$ cat src/rtl/cpu_pkg.sv
// Shared types and constants for the ALU issue/writeback sequencer.
package cpu_pkg;

  localparam int unsigned WIDTH = 8;
  localparam int unsigned NREGS = 4;

  localparam int unsigned OP_MSB = 6;
  localparam int unsigned OP_LSB = 4;
  localparam int unsigned RD_MSB = 3;
  localparam int unsigned RD_LSB = 2;
  localparam int unsigned RS_MSB = 1;
  localparam int unsigned RS_LSB = 0;

  typedef enum logic [2:0] {
    OP_ADD = 3'b000,
    OP_SUB = 3'b001,
    OP_AND = 3'b010,
    OP_OR  = 3'b011,
    OP_XOR = 3'b100,
    OP_LDI = 3'b101,
    OP_MOV = 3'b110,
    OP_NOP = 3'b111
  } opcode_e;

  typedef enum logic [1:0] {
    IDLE,
    EXEC,
    DONE
  } state_e;

  // ALU opcodes share their encoding with ALU_Sel and occupy the low end of the space.
  function automatic logic is_alu_op(opcode_e op);
    return op <= OP_XOR;
  endfunction

endpackage

$ cat src/rtl/alu_sequencer_if.sv
// Instruction handshake, ALU operand/result bus and writeback status of the sequencer.
interface alu_sequencer_if #(parameter int unsigned WIDTH = cpu_pkg::WIDTH);
  logic             instr_valid;
  logic             instr_ready;
  logic [6:0]       instr;
  logic [WIDTH-1:0] imm;
  logic [WIDTH-1:0] alu_a;
  logic [WIDTH-1:0] alu_b;
  logic [2:0]       alu_sel;
  logic [WIDTH-1:0] alu_out;
  logic             alu_carry;
  logic             result_valid;
  logic [WIDTH-1:0] result_data;
  logic             carry_flag;
  logic             zero_flag;

  modport master (
    output instr_valid, instr, imm, alu_out, alu_carry,
    input  instr_ready, alu_a, alu_b, alu_sel, result_valid, result_data,
           carry_flag, zero_flag
  );

  modport slave (
    input  instr_valid, instr, imm, alu_out, alu_carry,
    output instr_ready, alu_a, alu_b, alu_sel, result_valid, result_data,
           carry_flag, zero_flag
  );
endinterface

$ cat src/rtl/reg_file_4x8.sv
// 4-entry register file: two operand read ports, one debug read port, one synchronous write.
module reg_file_4x8
  import cpu_pkg::*;
#(
  parameter int unsigned WIDTH = cpu_pkg::WIDTH,
  parameter int unsigned NREGS = cpu_pkg::NREGS
) (
  input  logic             clk,
  input  logic             rst,
  input  logic [1:0]       ra_addr_i,
  input  logic [1:0]       rb_addr_i,
  input  logic [1:0]       dbg_addr_i,
  output logic [WIDTH-1:0] ra_data_o,
  output logic [WIDTH-1:0] rb_data_o,
  output logic [WIDTH-1:0] dbg_data_o,
  input  logic             we_i,
  input  logic [1:0]       wa_i,
  input  logic [WIDTH-1:0] wd_i
);

  logic [WIDTH-1:0] regs_q [NREGS];

  always_ff @(posedge clk or posedge rst) begin
    if (rst) begin
      for (int unsigned i = 0; i < NREGS; i++) begin
        regs_q[i] <= '0;
      end
    end else if (we_i) begin
      regs_q[wa_i] <= wd_i;
    end
  end

  assign ra_data_o  = regs_q[ra_addr_i];
  assign rb_data_o  = regs_q[rb_addr_i];
  assign dbg_data_o = regs_q[dbg_addr_i];

endmodule

$ cat src/rtl/alu_sequencer.sv
// Issue/writeback stage around an external combinational ALU: latches operands at
// accept, writes the ALU result (or immediate / move source) back one cycle later.
module alu_sequencer
  import cpu_pkg::*;
#(
  parameter int unsigned WIDTH = cpu_pkg::WIDTH,
  parameter int unsigned NREGS = cpu_pkg::NREGS
) (
  input  logic             clk,
  input  logic             rst,
  alu_sequencer_if.slave   bus,
  input  logic [1:0]       dbg_addr,
  output logic [WIDTH-1:0] dbg_data
);

  state_e           state_q;
  opcode_e          op_q;
  logic [1:0]       rd_q;
  logic [WIDTH-1:0] imm_q;
  logic [WIDTH-1:0] alu_a_q;
  logic [WIDTH-1:0] alu_b_q;
  logic [2:0]       alu_sel_q;
  logic             result_valid_q;
  logic [WIDTH-1:0] result_data_q;
  logic             carry_q;
  logic             zero_q;

  logic             accept;
  opcode_e          op_in;
  logic [1:0]       rd_in;
  logic [1:0]       rs_in;
  logic [WIDTH-1:0] ra_data;
  logic [WIDTH-1:0] rb_data;
  logic             wb_en_d;
  logic [WIDTH-1:0] wb_data_d;

  assign op_in  = opcode_e'(bus.instr[OP_MSB:OP_LSB]);
  assign rd_in  = bus.instr[RD_MSB:RD_LSB];
  assign rs_in  = bus.instr[RS_MSB:RS_LSB];
  assign accept = bus.instr_valid && (state_q != EXEC);

  // Writeback happens at the EXEC-ending edge; the register file sees it the same edge.
  always_comb begin
    wb_en_d   = (state_q == EXEC) && (op_q != OP_NOP);
    wb_data_d = bus.alu_out;
    case (op_q)
      OP_LDI:  wb_data_d = imm_q;
      OP_MOV:  wb_data_d = alu_b_q;
      default: wb_data_d = bus.alu_out;
    endcase
  end

  reg_file_4x8 #(
    .WIDTH (WIDTH),
    .NREGS (NREGS)
  ) u_regs (
    .clk        (clk),
    .rst        (rst),
    .ra_addr_i  (rd_in),
    .rb_addr_i  (rs_in),
    .dbg_addr_i (dbg_addr),
    .ra_data_o  (ra_data),
    .rb_data_o  (rb_data),
    .dbg_data_o (dbg_data),
    .we_i       (wb_en_d),
    .wa_i       (rd_q),
    .wd_i       (wb_data_d)
  );

  always_ff @(posedge clk or posedge rst) begin
    if (rst) begin
      state_q        <= IDLE;
      op_q           <= OP_NOP;
      rd_q           <= '0;
      imm_q          <= '0;
      alu_a_q        <= '0;
      alu_b_q        <= '0;
      alu_sel_q      <= '0;
      result_valid_q <= 1'b0;
      result_data_q  <= '0;
      carry_q        <= 1'b0;
      zero_q         <= 1'b0;
    end else begin
      result_valid_q <= 1'b0;
      case (state_q)
        EXEC: begin
          state_q        <= DONE;
          result_valid_q <= 1'b1;
          if (wb_en_d) begin
            result_data_q <= wb_data_d;
          end
          if (is_alu_op(op_q)) begin
            carry_q <= bus.alu_carry;
            zero_q  <= (bus.alu_out == '0);
          end
        end
        default: begin
          if (accept) begin
            state_q   <= EXEC;
            op_q      <= op_in;
            rd_q      <= rd_in;
            imm_q     <= bus.imm;
            alu_a_q   <= ra_data;
            alu_b_q   <= rb_data;
            alu_sel_q <= op_in;
          end else begin
            state_q <= IDLE;
          end
        end
      endcase
    end
  end

  assign bus.instr_ready  = (state_q != EXEC);
  assign bus.alu_a        = alu_a_q;
  assign bus.alu_b        = alu_b_q;
  assign bus.alu_sel      = alu_sel_q;
  assign bus.result_valid = result_valid_q;
  assign bus.result_data  = result_data_q;
  assign bus.carry_flag   = carry_q;
  assign bus.zero_flag    = zero_q;

endmodule

$ cat src/flat_wrapper.sv
// flat-port wrapper written by rule: the top's interface ports become plain ports
module alu_sequencer_flat import cpu_pkg::*;
#(
  parameter int unsigned WIDTH = cpu_pkg::WIDTH,
  parameter int unsigned NREGS = cpu_pkg::NREGS
)
  (clk, rst, dbg_addr, dbg_data, bus_instr_valid, bus_instr, bus_imm, bus_alu_out, bus_alu_carry, bus_instr_ready, bus_alu_a, bus_alu_b, bus_alu_sel, bus_result_valid, bus_result_data, bus_carry_flag, bus_zero_flag);
  alu_sequencer_if #(.WIDTH(WIDTH)) bus_i ();
  input  logic clk;
  input  logic rst;
  input  logic [1:0] dbg_addr;
  output logic [WIDTH-1:0] dbg_data;
  input wire logic [$bits(bus_i.instr_valid)-1:0] bus_instr_valid;
  input wire logic [$bits(bus_i.instr)-1:0] bus_instr;
  input wire logic [$bits(bus_i.imm)-1:0] bus_imm;
  input wire logic [$bits(bus_i.alu_out)-1:0] bus_alu_out;
  input wire logic [$bits(bus_i.alu_carry)-1:0] bus_alu_carry;
  output wire logic [$bits(bus_i.instr_ready)-1:0] bus_instr_ready;
  output wire logic [$bits(bus_i.alu_a)-1:0] bus_alu_a;
  output wire logic [$bits(bus_i.alu_b)-1:0] bus_alu_b;
  output wire logic [$bits(bus_i.alu_sel)-1:0] bus_alu_sel;
  output wire logic [$bits(bus_i.result_valid)-1:0] bus_result_valid;
  output wire logic [$bits(bus_i.result_data)-1:0] bus_result_data;
  output wire logic [$bits(bus_i.carry_flag)-1:0] bus_carry_flag;
  output wire logic [$bits(bus_i.zero_flag)-1:0] bus_zero_flag;
  assign bus_i.instr_valid = bus_instr_valid;
  assign bus_i.instr = bus_instr;
  assign bus_i.imm = bus_imm;
  assign bus_i.alu_out = bus_alu_out;
  assign bus_i.alu_carry = bus_alu_carry;
  assign bus_instr_ready = bus_i.instr_ready;
  assign bus_alu_a = bus_i.alu_a;
  assign bus_alu_b = bus_i.alu_b;
  assign bus_alu_sel = bus_i.alu_sel;
  assign bus_result_valid = bus_i.result_valid;
  assign bus_result_data = bus_i.result_data;
  assign bus_carry_flag = bus_i.carry_flag;
  assign bus_zero_flag = bus_i.zero_flag;
  alu_sequencer #(.WIDTH(WIDTH), .NREGS(NREGS)) u_core (.clk(clk), .rst(rst), .bus(bus_i), .dbg_addr(dbg_addr), .dbg_data(dbg_data));
endmodule
$ cat config.mk
export PLATFORM = sky130hd
export DESIGN_NAME = alu_sequencer_flat
export DESIGN_NICKNAME = d
export VERILOG_FILES = /design/src/rtl/cpu_pkg.sv /design/src/rtl/alu_sequencer_if.sv /design/src/rtl/reg_file_4x8.sv /design/src/rtl/alu_sequencer.sv /design/src/flat_wrapper.sv
export SDC_FILE = /design/constraint.sdc
export NUM_CORES = 1
export LEC_CHECK = 0
export CORE_ASPECT_RATIO = 1.25
export CORE_MARGIN = 2
export CORE_UTILIZATION = 48
export DETAILED_ROUTE_END_ITERATION = 8
export HOLD_SLACK_MARGIN = 0.02
export MAX_ROUTING_LAYER = met4
export PLACE_DENSITY = 0.74
export SLEW_MARGIN = 20
export SYNTH_ARGS = -nofsm -noshare
export SYNTH_HDL_FRONTEND = slang
export SYNTH_SLANG_ARGS = --single-unit
$ cat constraint.sdc
create_clock -name clk -period 6.55 [get_ports clk]
set_clock_uncertainty 0.15 [all_clocks]
set_input_delay 1.6375 -clock clk [delete_from_list [all_inputs] [get_ports clk]]
set_output_delay 1.6375 -clock clk [all_outputs]
set_load 0.03 [all_outputs]
==> results.json, run 1 <==
{
  "status": "completed",
  "antennaDiodeCount": 0,
  "die_y_um": 105,
  "synth_edf_count": 0,
  "insertion_delay_ps": 350,
  "grt_setup_unrepaired": "false",
  "grt_pass1_vias": 2860,
  "slew_viol_final": 0,
  "finalSetupViolations": 0,
  "ys_async_sr_fraction_pct": 100,
  "via_count": 2836,
  "total_leakage_power_nw": 1.78,
  "core-area_sq_um": 7880,
  "min_from": "u_core.bus.alu_a[3]",
  "grt_max_degree": 46,
  "ant_nets": 0,
  "drt_pass1_iterations": 4,
  "cts_sinks": 76,
  "slowest_delay_ps": 820,
  "final_cell_mix": "dfrtp_1, clkdlybuf4s50_1, a21oi_1, a31oi_1, mux2_2",
  "timing.rr.start": "u_core.op_q[2]",
  "yosysWarnings": 0,
  "grt_antenna_before_repair": 0,
  "yosys.area_share.simple_pct": 7.12,
  "vdd_ir_drop_max_v": 0.000245,
  "hold_buffers": 0,
  "die_w_um": 85.0,
  "dieArea_sq_um": 8940,
  "crit_arrival_ps": 3660,
  "crit_type": "input port to output port",
  "clockRootBuffer": "clkbuf_8",
  "worst_path_max_delay_cell": "clkdlybuf4s50_1",
  "drt-initial-drc-count": 256,
  "post-route-drc-count": 0,
  "cts.clk_slew.worst_paths_ps": 80,
  "relSlewSlack_pct": 41.0,
  "io-pin-count": 68,
  "worstMarginPinSlew_ps": 884,
  "io_buffers": 67,
  "yosysSeqAreaShare_pct": 48.4,
  "track_usage_pct": 22.4,
  "power.density_nw_per_um2": 449,
  "worstPathRequired_ps": 4760,
  "wl_per_cell_um": 20.5,
  "holdPathStages": 1,
  "syn_inst": 298,
  "dp_hpwl_um": 6450,
  "fin_crit_sh_pct": 83.2,
  "routed_wl_um": 9220,
  "viasPerCell": 6.30,
  "holdPathEnd": "u_core.bus.alu_a[3]",
  "final_layout_size_suffix_gt1_share_pct": 26.5,
  "period_needed_ps": 5450,
  "initial_core_util_pct": 49.9,
  "muxShareOfSynthArea_pct": 23.2,
  "area_delta_synth_final_pct": 22.0,
  "cts_inserted_buffers": 9,
  "fmax_mhz": 184,
  "synth_xor_area_share_pct": 0,
  "avgSynthCellArea_sq_um": 13.2,
  "drv_cap": 0,
  "synth_compound_area_share_pct": 16.5,
  "min_path_type": "flip-flop to flip-flop",
  "ys.flop_type": "dfrtp_1",
  "r2r_cells": 3,
  "cp_max_fo": 8,
  "worstSetupEndpointType": "output port",
  "finalNetCount": 379,
  "clk_path_buf_depth": 2,
  "row_count": 36,
  "finalHoldViolations": 0,
  "critPathLaunchType": "input port",
  "synth.cell_area_sq_um": 3930,
  "utilization_pct": 60.9,
  "place.gp.congestion": 0.888,
  "cts_tree": "done",
  "post_cts_buffers": 0,
  "cp_common_cell": "clkdlybuf4s50_1",
  "grt-ovfl-total": 0,
  "final_common_cell": "dfrtp_1",
  "r2r-end": "u_core.bus.result_data[5]",
  "grt_pass1_wl_um": 15000,
  "tns_ps": 0,
  "htree_levels": 3,
  "ys_types": 30,
  "syn_nets": 327,
  "reg2reg_slack_ps": 3940,
  "synth_fa_ha_area_share_pct": 0,
  "synth_top_family_by_area": "multiplexers",
  "synth-seq-cells": 76,
  "cts_resized": 0,
  "cp_cell_sequence": "clkdlybuf4s50_1 -> mux4_2 -> clkdlybuf4s50_1"
}
==> sequential cells by signal, indices dropped and copies added, names as in the netlist, 2 cells and up <==
register                flops
u_core.bus.alu_b            8
u_core.op_q                 3
u_core.imm_q                8
u_core.bus.alu_a            8
u_core.rd_q                 2
u_core.bus.alu_sel          3
u_core.u_regs.regs_q       32
u_core.bus.result_data      8
==> layer usage <==
| layer | up-vias | global-route usage, % | wire [um] |
|---|---|---|---|
| li1 | 1272 | - | - |
| met1 | 1422 | 29.5 | 3880 |
| met2 | 121 | 34.3 | 4590 |
| met3 | 21 | 3.99 | 531 |
| met4 | 0 | 9.41 | 221 |
| met5 | - | - | 0 |
==> worst max-delay path, delay by kind of cell <==
kind / cells / cell delay [ps]
buffers and inverters: 2 / 1430
multiplexers: 1 / 590
==> worst max-delay path by stage <==
stage | start | to | slack (ps) | depth (start not counted)
after floorplan | dbg_addr[0] | dbg_data[0] | 2290 | 2
after global placement | dbg_addr[0] | dbg_data[7] | 1100 | 3
after detailed placement | dbg_addr[0] | dbg_data[7] | 1080 | 3
after CTS | dbg_addr[0] | dbg_data[7] | 1080 | 3
after global routing | dbg_addr[0] | dbg_data[3] | 1050 | 3
final | dbg_addr[0] | dbg_data[7] | 1100 | 3
==> through the flow <==
stage	cell area, sq um	setup WS, ps	hold WS (ps)	total power, mW	cells
after floorplan	3930	2290	329	1.41	298
after global placement	4560	1100	336	1.71	434
after detailed placement	4560	1080	342	1.73	434
after CTS	4800	1080	362	2.16	450
after global routing	4800	1050	374	2.27	450
final	4800	1100	357	2.16	450
==> area by class of cell <==
cell class                      count  area (sq um)
Multi-Input combinational cell    191          1840
Sequential cell                    76          1910
Timing Repair Buffer               68           678
Tap cell                           95           119
Inverter                            4          15.0
Clock buffer                       10           128
Clock inverter                      6           113
Fill cell                         634          3080
==> cell families after synthesis <==
family          count (synthesis)
compound gates                 98
flops                          76
mux                            57
simple gates                   36
buf+inv                        31
==> synth_stat cells, types with 2 or more instances <==
master	n	share of area [%]
mux4_2	24	14
a21oi_1	40	5.1
buf_4	5	0.95
inv_1	4	0.38
dfrtp_1	73	46
buf_2	12	1.5
and2_1	10	1.6
and4bb_1	2	0.64
a32oi_1	8	1.8
and4b_1	2	0.51
dfstp_2	3	2.0
a221oi_2	7	2.7
mux2_2	33	9.4
a31oi_1	40	6.4
nor2b_1	9	1.4
buf_6	5	1.4
and2_4	3	0.67
nor4_1	2	0.32
clkbuf_1	5	0.48
==> report_power, final <==
group | switching (mW) | leakage, nW | internal [mW]
logic | 0.452 | 0.828 | 0.449
registers | 0.166 | 0.836 | 0.656
clock network | 0.178 | 0.120 | 0.254
(Power assumes the default switching activity.)
==> run 2, diff against run 1 <==
Settings changed: PLACE_DENSITY 0.74 to 0.76.
Clock period 6.55 ns to 5 ns, I/O delays scaled along.
==> run 2 against run 1 <==
First-iteration DRC count is 12% higher; sequential power is 31% higher; critical path depth stayed put; sequential cell count stayed put; global-route usage is 0.67 points higher; highest routed layer unchanged; largest cell class unchanged; total power is 31% higher; setup slack worse by 700 ps; combinational power is 32% higher; routed wire length is 2.4% higher; non-clock buffer count is 3 higher; cell count is 0.67% higher; cell area is 0.37% higher.
==> results.json, run 2 (synthesis gave the netlist of run 1 again) <==
{
  "status": "completed",
  "period_needed_ps": 4600,
  "clockRootBuffer": "clkbuf_8",
  "r2r_cells": 3,
  "crit_arrival_ps": 3200,
  "fin_crit_sh_pct": 92.0,
  "cp_common_cell": "clkdlybuf4s50_1",
  "dp_hpwl_um": 6580,
  "fin_hold_ws_ps": 357,
  "grt_pass1_wl_um": 15600,
  "critPathLaunchType": "input port",
  "worst_path_dominant_cell_family": "buffers and inverters",
  "total_leakage_power_nw": 1.80,
  "antennaDiodeCount": 0,
  "htree_levels": 3,
  "ff_latch_area_sq_um": 1910,
  "worst_path_max_delay_cell": "clkdlybuf4s50_1",
  "cp_max_fo": 6,
  "grt_pass1_vias": 2950,
  "slew_viol_final": 0,
  "drv_cap": 0,
  "cts_tree": "done",
  "drt-initial-drc-count": 287,
  "post_cts_buffers": 0,
  "area_delta_synth_final_pct": 22.4,
  "timing.rr.start": "u_core.op_q[2]",
  "finalNetCount": 382,
  "slowest_delay_ps": 730,
  "final_area_sq_um": 4820,
  "crit_start": "dbg_addr[0]",
  "cp.depth": 3,
  "cts_inserted_buffers": 9,
  "via_count": 2878,
  "clk_path_buf_depth": 2,
  "place.gp.congestion": 0.865,
  "cts_resized": 0,
  "tns_ps": 0,
  "final_common_cell": "dfrtp_1",
  "pre_cts_slack_ps": 394,
  "critPathCapture": "dbg_data[1]",
  "largest-register": "u_core.u_regs.regs_q",
  "final_cell_mix": "dfrtp_1, clkdlybuf4s50_1, a21oi_1, a31oi_1, mux2_2",
  "grt_max_degree": 46,
  "min_path_type": "flip-flop to flip-flop",
  "wl_per_cell_um": 20.9,
  "crit_type": "input port to output port",
  "cp_cell_sequence": "clkdlybuf4s50_1 -> mux4_2 -> clkdlybuf4s50_1",
  "initial_core_util_pct": 49.9,
  "post_dp_cell_area_sq_um": 4580,
  "r2r-end": "u_core.bus.result_data[7]",
  "cts.clk_slew.worst_paths_ps": 70,
  "grt_antenna_before_repair": 0,
  "post-route-drc-count": 0,
  "hold_buffers": 0,
  "multi_input_area_sq_um": 1840,
  "final_layout_size_suffix_gt1_share_pct": 27.4,
  "vdd_ir_drop_max_v": 0.000255,
  "insertion_delay_ps": 350,
  "worstPathRequired_ps": 3600,
  "routed_wl_um": 9450,
  "io_buffers": 67,
  "row_count": 36,
  "die_w_um": 85.0,
  "grt_setup_unrepaired": "false",
  "instances_no_fill": 453,
  "ant_nets": 0,
  "worstMarginPinSlew_ps": 867,
  "relSlewSlack_pct": 42.1,
  "fmax_mhz": 217,
  "grt-ovfl-total": 0,
  "core-area_sq_um": 7880,
  "worstSetupEndpointType": "output port",
  "die_y_um": 105,
  "finalSetupViolations": 0,
  "worst_slack_ps": 401,
  "dp.cells": 437,
  "fill_cells": 618,
  "worst-path-buf-inv": 2,
  "dieArea_sq_um": 8940,
  "track_usage_pct": 23.0,
  "finalHoldViolations": 0,
  "drt_pass1_iterations": 4,
  "largest_register_ffs": 32,
  "cts_sinks": 76,
  "io-pin-count": 68,
  "reg2reg_slack_ps": 2420,
  "power.density_nw_per_um2": 584,
  "viasPerCell": 6.35
}
run 2: changes by cell type in the layout (fill, tap and decap cells not counted), sizes merged:
cell    before  now
buf          1    4
clkbuf      10   12
bufinv       3    2
clkinv       3    2
run 2: area by class of cell:
cell class                 instances  area share, %
inverter                           4          0.312
tap                               95           2.47
timing repair buffer              71           14.5
clock inverter                     4           1.45
sequential                        76           39.6
clock buffer                      12           3.43
multi-input combinational        191           38.2
run 2: worst min-delay path by stage:
stage / to / slack, ps / depth (start not counted) / from
3_5_place_dp: u_core.bus.alu_a[4] / 340 / 1 / u_core.bus.alu_a[4]
3_3_place_gp: u_core.bus.alu_a[0] / 340 / 1 / u_core.bus.alu_a[0]
6_report: u_core.bus.alu_a[4] / 360 / 1 / u_core.bus.alu_a[4]
4_1_cts: u_core.bus.alu_a[4] / 360 / 1 / u_core.bus.alu_a[4]
2_1_floorplan: u_core.imm_q[3] / 330 / 1 / u_core.imm_q[3]
5_1_grt: u_core.bus.alu_sel[2] / 370 / 1 / u_core.bus.alu_sel[2]
run 2: worst reg2reg max path, cell delays in order (launching register included):
cell and delay (ps):
dfstp_2 790, nand3_2 740, and2_0 600, a31oi_1 210
run 2: layer usage:
| layer | track usage, % | part of all wire [%] | wire, um | up-vias |
|---|---|---|---|---|
| met5 | - | 0 | 0 | - |
| met4 | 8.39 | 2.2 | 204 | 0 |
| met3 | 4.23 | 7.0 | 665 | 17 |
| met2 | 35.1 | 50 | 4750 | 126 |
| met1 | 31.2 | 40 | 3820 | 1454 |
| li1 | - | - | - | 1281 |
run 2: per-stage QoR:
| stage | total power, mW | util, % |
|---|---|---|
| 3_3_place_gp | 2.24 | 58.1 |
| 3_5_place_dp | 2.27 | 58.1 |
| 2_1_floorplan | 1.84 | - |
| 5_1_grt | 2.97 | 61.1 |
| 4_1_cts | 2.82 | 61.1 |
| 6_report | 2.81 | 61.1 |
run 2: report_power, final:
part	switching, mW	internal, mW	leakage (nW)
clock	0.227	0.321	0.122
sequential	0.215	0.860	0.836
combinational	0.602	0.590	0.842
total	1.04	1.77	1.80
